--- src/rtl/wptr_full.sv ---
// -----------------------------------------------------------------------------
// wptr_full
//
// Write-side pointer manager for an asynchronous FIFO. It holds the binary
// write pointer, produces the RAM write address, and drives a registered Gray
// write pointer toward the read-domain synchronizer. Full, almost-full, fill
// level and the write handshake pulses are derived from the read pointer,
// which arrives Gray coded and already synchronized into wr_clk.
//
// Parameters
//   WIDTH_D        address width; pointers carry one extra wrap bit
//   AF_LEVEL       fill level at or above which wr_almost_full asserts
//
// Ports
//   wr_clk         write-domain clock (only clock)
//   wr_rst         synchronous active-high reset
//   wr_en          write request
//   rptr_syn       Gray read pointer, synchronized into wr_clk
//   wr_addr        RAM write address (low bits of the binary pointer)
//   wr_ptr_gray    registered Gray write pointer for the crossing
//   wr_full        registered full flag
//   wr_almost_full registered, level >= AF_LEVEL
//   wr_level       registered fill level, 0..2^WIDTH_D
//   wr_ack         one-cycle pulse after an accepted write
//   wr_overflow    one-cycle pulse after a write rejected while full
// -----------------------------------------------------------------------------
module wptr_full #(
  parameter int WIDTH_D  = 5,
  parameter int AF_LEVEL = 28
) (
  input  logic               wr_clk,
  input  logic               wr_rst,
  input  logic               wr_en,
  input  logic [WIDTH_D:0]   rptr_syn,
  output logic [WIDTH_D-1:0] wr_addr,
  output logic [WIDTH_D:0]   wr_ptr_gray,
  output logic               wr_full,
  output logic               wr_almost_full,
  output logic [WIDTH_D:0]   wr_level,
  output logic               wr_ack,
  output logic               wr_overflow
);

  localparam logic [WIDTH_D:0] AF_THR = (WIDTH_D+1)'(AF_LEVEL);

  logic [WIDTH_D:0] wbin;
  logic [WIDTH_D:0] wbin_next;
  logic [WIDTH_D:0] wgray_next;
  logic [WIDTH_D:0] rbin;
  logic [WIDTH_D:0] rgray_full;
  logic [WIDTH_D:0] level_next;
  logic             push;
  logic             full_next;
  logic             af_next;

  // The RAM is written with this same term at wr_addr during this cycle.
  assign push       = wr_en & ~wr_full;
  assign wbin_next  = wbin + {{WIDTH_D{1'b0}}, push};
  assign wgray_next = wbin_next ^ (wbin_next >> 1);

  // Gray to binary: each bit is the XOR of all Gray bits from the MSB down.
  always_comb begin
    rbin = '0;
    for (int i = 0; i <= WIDTH_D; i++) begin
      rbin[i] = ^(rptr_syn >> i);
    end
  end

  // Full when the write pointer is exactly one lap ahead of the read pointer.
  // In Gray code that is the read pointer with its two top bits inverted.
  assign rgray_full = {~rptr_syn[WIDTH_D:WIDTH_D-1], rptr_syn[WIDTH_D-2:0]};
  assign full_next  = (wgray_next == rgray_full);
  assign level_next = wbin_next - rbin;
  assign af_next    = (level_next >= AF_THR);

  assign wr_addr = wbin[WIDTH_D-1:0];

  // NOTE: state flops use non-blocking assignments so every register samples
  // the pre-edge values; the reset branch is synchronous and wins over wr_en.
  always_ff @(posedge wr_clk) begin
    if (wr_rst) begin
      wbin           <= '0;
      wr_ptr_gray    <= '0;
      wr_full        <= 1'b0;
      wr_almost_full <= 1'b0;
      wr_level       <= '0;
      wr_ack         <= 1'b0;
      wr_overflow    <= 1'b0;
    end else begin
      wbin           <= wbin_next;
      wr_ptr_gray    <= wgray_next;
      wr_full        <= full_next;
      wr_almost_full <= af_next;
      wr_level       <= level_next;
      wr_ack         <= push;
      wr_overflow    <= wr_en & wr_full;
    end
  end

endmodule
--- config.mk ---
export PLATFORM = sky130hd
export DESIGN_NAME = wptr_full
export DESIGN_NICKNAME = d
export VERILOG_FILES = /design/src/rtl/wptr_full.sv
export SDC_FILE = /design/constraint.sdc
export NUM_CORES = 1
export LEC_CHECK = 0
export BUFFER_PORTS_ARGS = -buffer_cell sky130_fd_sc_hd__buf_2
export CAP_MARGIN = 5
export CORE_ASPECT_RATIO = 1.5
export CORE_MARGIN = 1.5
export CORE_UTILIZATION = 52
export CTS_CLUSTER_DIAMETER = 80
export CTS_CLUSTER_SIZE = 12
export DETAILED_ROUTE_END_ITERATION = 16
export PLACE_DENSITY_LB_ADDON = 0.25
export SLEW_MARGIN = 20
export SYNTH_ARGS = -nofsm -noshare
export SYNTH_HDL_FRONTEND = slang
export SYNTH_SLANG_ARGS = --single-unit
--- constraint.sdc ---
create_clock -name wr_clk -period 4 [get_ports wr_clk]
set_input_delay 0.4 -clock wr_clk [delete_from_list [all_inputs] [get_ports wr_clk]]
set_output_delay 0.4 -clock wr_clk [all_outputs]
set_load 0.005 [all_outputs]
After elaboration in Yosys (flattened, before gate mapping):

Cells that the tools add are included.
W data, S select, Z words.

* bitwise operators: 5
* add/subtract/negate cells: 2
* magnitude comparators: 1
* equal/unequal tests: 1
* reduce and logical (&&, ||, !) cells: 6

Operators with widths (count)
* $reduce_xor A6 Y1: 6
* $add A6 B1 Y6: 1
* $eq A6 B6 Y1: 1
* $ge A6 B5 Y1 const B: 1
* $sub A6 B6 Y6: 1
* $xor A6 B5 Y6: 1
* $and A1 B1 Y1: 2
* $not A2 Y2: 1
* $not A1 Y1: 1

* logic and storage cells: 22
* bits of input ports: 9
* output and inout port bits: 21
* register bits: 22

Longest topological paths before layout:

* word-level depth: 5
* gate-level depth with buffers: 14
* gate-level depth less buffers: 14

Worst setup path before layout:

No wires, ideal clock.

* path kind: input port to flip-flop
* start point: input port rptr_syn[5]
* end point: register wr_almost_full
* path slack: 0.735 ns
* stages: 14
* path buffers: 0
* data arrival time: 3.195 ns
* data required time: 3.931 ns
* library setup time: 0.069 ns
* cells stage by stage: xor2_1 > xnor2_1 > xnor2_1 > xor2_1 > xnor2_1 > ha_1 > inv_1 > fa_1 > a21o_1 > a21oi_1 > xnor2_1 > xnor2_1 > or4_1 > o21ai_1

* longest elaborated chain between the ends: 3
* elaborated cells on any way between the ends: 8
* classes of those cells: 1 x add/sub; 1 x order compare; 6 x reduce/logical

Ends and longest elaborated chain
* from (decl): line 34 `input logic [WIDTH_D:0] rptr_syn,`
* $reduce_xor A6 Y1: line 65 `rbin[i] = ^(rptr_syn >> i);`
* $sub A6 B6 Y6 (*): line 73 `assign level_next = wbin_next - rbin;`
* $ge A6 B5 Y1 (*): line 74 `assign af_next = (level_next >= AF_THR);`
* to (signal assigned): line 93 `wr_almost_full <= af_next;`
* to (decl): line 38 `output logic wr_almost_full,`

Every way passes the cells marked *; elsewhere a longest branch is shown, timed or not.
A chain may end at the register's enable or synchronous reset.

Worst setup path after layout:

Ends and elaborated chain as after synthesis.

==> results.md <==
- Max Fclk: 303.3 MHz
- Pre-antenna DRT Iters: 4
- DRC viols: 0
- RSZ-0062 raised after global routing: no
- # hold bufs at CTS: 0
- Layout Utilization: 62.77%
- Mapped cell area: 1185 um2
- Synth Instances: 128
- Clock latency on the worst-skew pair: 0.31 ns
- CTS Sinks: 21
- Clk pwr share: 20.6%
- Min Tclk post-route: 3.297 ns
- Internal Power: 0.3462 mW
- Syn nets: 144
- Overall routing resource usage: 18.46%
- Hold_sp: wr_en
- Switching share of power: 29.98%
- Max-slew violation count: 0
- Worst setup path startpoint: rptr_syn[5]
- Cts repair resizes: 0
- First-pass GRT wire length: 3525 um
- Synth area leaders: dfxtp_1 (35%), xnor2_1 (12%), ha_1 (6.3%)
- Yosys top cell area share: 35.48%
- Worst Path Max Fanout: 4
- Outcome: completed
- Comb pwr share: 31.1%
- Routed Antenna Nets: 0
- Finished Layout Cells: 180
- Register bit total from synthesis: 21
- WL final: 2209 um
- Worst-case clock skew: 0.008542 ns
- Endpoints failing setup: 0
- Die Ht: 61.47 um
- Leak: 0.6201 nW
- HP Class: input port to register
- H-tree Lvls: 1
- Avg Inst Size Synth: 9.257 um2
- Placed cell count: 176
- Final-report hold violation count: 0
- Vias in the first global route: 839
- Port buffer count: 29
- Library cells used by synthesis: 39
- Initial drt markers: 10
- NumNets Final: 174
- Register area: 420.4 um2
- Crit Path Category: input port to register
- Cell taking the most area after synthesis: dfxtp_1
- Io pins: 30
- CTS buffer count: 3
- Starting Density: 54.33%
- Power density cells: 361.2 nW/um2
- P&R area growth vs syn: 15.52%
- Area occupied by multi-input gates: 720.7 um2
- Setup Total Neg Slack: 0 ns
- Max-cap violations: 0
- Main synth FF type: dfxtp_1
- Seq/Total Area, Yosys: 35.48%
- Die Width: 41.98 um
- Layout fillers: 197
- Full die area: 2580 um2
- Crit path launch type: input port
- Slew @ Worst Pin: 0.5609 ns
- CP Data Arrival Time: 3.54 ns
- Sw power: 0.1482 mW
- Final Wtd Congestion: 0.7870
- Count leader, synth: dfxtp_1
- Dpl ws: 0.3787 ns
- Synth warn: 0
- Pin count of the biggest net entering global routing: 23
- Overflow after GRT: 0
- DPL Wire Length: 1694 um
- FP Rows: 21
- Routed wire length per instance: 12.27 um
- Fraction of layout cells with a size suffix above 1: 25.48%
- PnR worst setup slack: 0.7026 ns
- RR Startpoint: wr_full
- Initial antenna violation count: 0
- Asr flop ratio synth: 0%
- Post-synth EDFFs: 0
- CTS tree: done
- Clock-pin slew on the worst setup and hold paths: 0.12 ns
- Peak supply drop: 0.1935 mV
- Core Region: 2181 um2
- Flop pwr share: 48.2%
- CTS root buf: clkbuf_4
- Final Cycle Share: 82.44%
- Post-DR vias/cell: 5.361
- Setup Buffers After CTS: 0
- Synth cell count leaders: dfxtp_1 (21), xnor2_1 (16), nor2_1 (14)
- Longest Clk Path Bufs: 2
- Worst path required time: 4.25 ns
- Crit. End Element: register
- Via count: 965
- Slew margin rel.: 62.29%
- Antenna cells: 0
==> area by class of cell <==
class	count	area share [%]
Clock inverter	1	0.3656
Multi-Input combinational cell	96	52.65
Timing Repair Buffer	29	10.60
Tap cell	23	2.102
Inverter	7	1.920
Sequential cell	21	30.71
Clock buffer	3	1.645
==> sequential cells by signal (all words and copies together) (netlist names) <==
name / flops
wr_almost_full: 1
wr_full: 1
wr_ack: 1
wr_ptr_gray: 6
wr_overflow: 1
wbin: 5
wr_level: 6
==> path summary, 6_finish.rpt <==
kind | cells after the start | endpoint | slack (ns)
worst min register to register | 1 | wr_ack | 0.48
worst max register to register | 11 | wr_almost_full | 0.96
worst max-delay path | 15 | wr_almost_full | 0.70
worst min-delay path | 2 | wr_overflow | 0.34
==> cell families (layout without fill, tap and decap cells) <==
kind of cell,count (synthesis),count (layout),share of synthesized area (%)
AND/OR/NAND/NOR,43,43,19.85
XOR/XNOR,24,24,19.96
AO/OA/AOI/OAI,22,22,12.99
flip-flops,21,21,35.48
buffers and inverters,11,40,3.696
adder cells (fa/ha/maj),7,7,8.025
==> power by group through the flow <==
| stage | Sequential [mW] | Combinational [mW] | Clock [mW] |
|---|---|---|---|
| 2_1_floorplan | 0.248 | 0.105 | 0 |
| 3_3_place_gp | 0.243 | 0.151 | 0 |
| 3_5_place_dp | 0.244 | 0.153 | 0 |
| 4_1_cts | 0.239 | 0.155 | 0.107 |
| 5_1_grt | 0.241 | 0.174 | 0.112 |
| 6_report | 0.238 | 0.154 | 0.102 |
==> cells in the final DEF, fill, tap and decap left out, types with 2 or more instances in the layout <==
master	synthesis	layout
nor3_1	2	2
o21ai_1	4	4
clkbuf_4	0	3
dfxtp_1	21	21
nand2_1	5	5
nand3_1	2	2
ha_1	6	6
a21oi_1	5	5
o22ai_1	3	3
nor2b_1	8	8
buf_2	2	29
xor2_1	6	6
inv_1	6	6
or3_1	2	2
xnor2_1	16	16
nor2_1	14	14
o31ai_1	2	2
==> worst max-delay path: stages <==
cell	delay (ns)
buf_2	0.13
xor2_1	0.26
xnor2_1	0.20
xnor2_1	0.19
xor2_1	0.33
xnor2_1	0.16
ha_1	0.19
inv_1	0.06
fa_1	0.42
a21o_1	0.20
a21oi_1	0.16
xnor2_1	0.15
xnor2_1	0.12
or4_1	0.51
o21ai_1	0.08
==> routing by layer <==
layer | GRT usage (%) | routed length (um)
met1 | 19.35 | 925
met2 | 34.15 | 1149
met3 | 3.812 | 76
met4 | 11.06 | 58
met5 | 0 | 0
==> stage by stage <==
stage	cell area, um2	total power [mW]	hold slack [ns]
finish	1369	0.4944	0.3359
global route	1369	0.5265	0.3318
CTS	1369	0.5003	0.3246
detailed placement	1341	0.3973	0.4590
global placement	1341	0.3939	0.4463
floorplan	1185	0.3530	0.4594
Power figures use the tool's default switching activity.
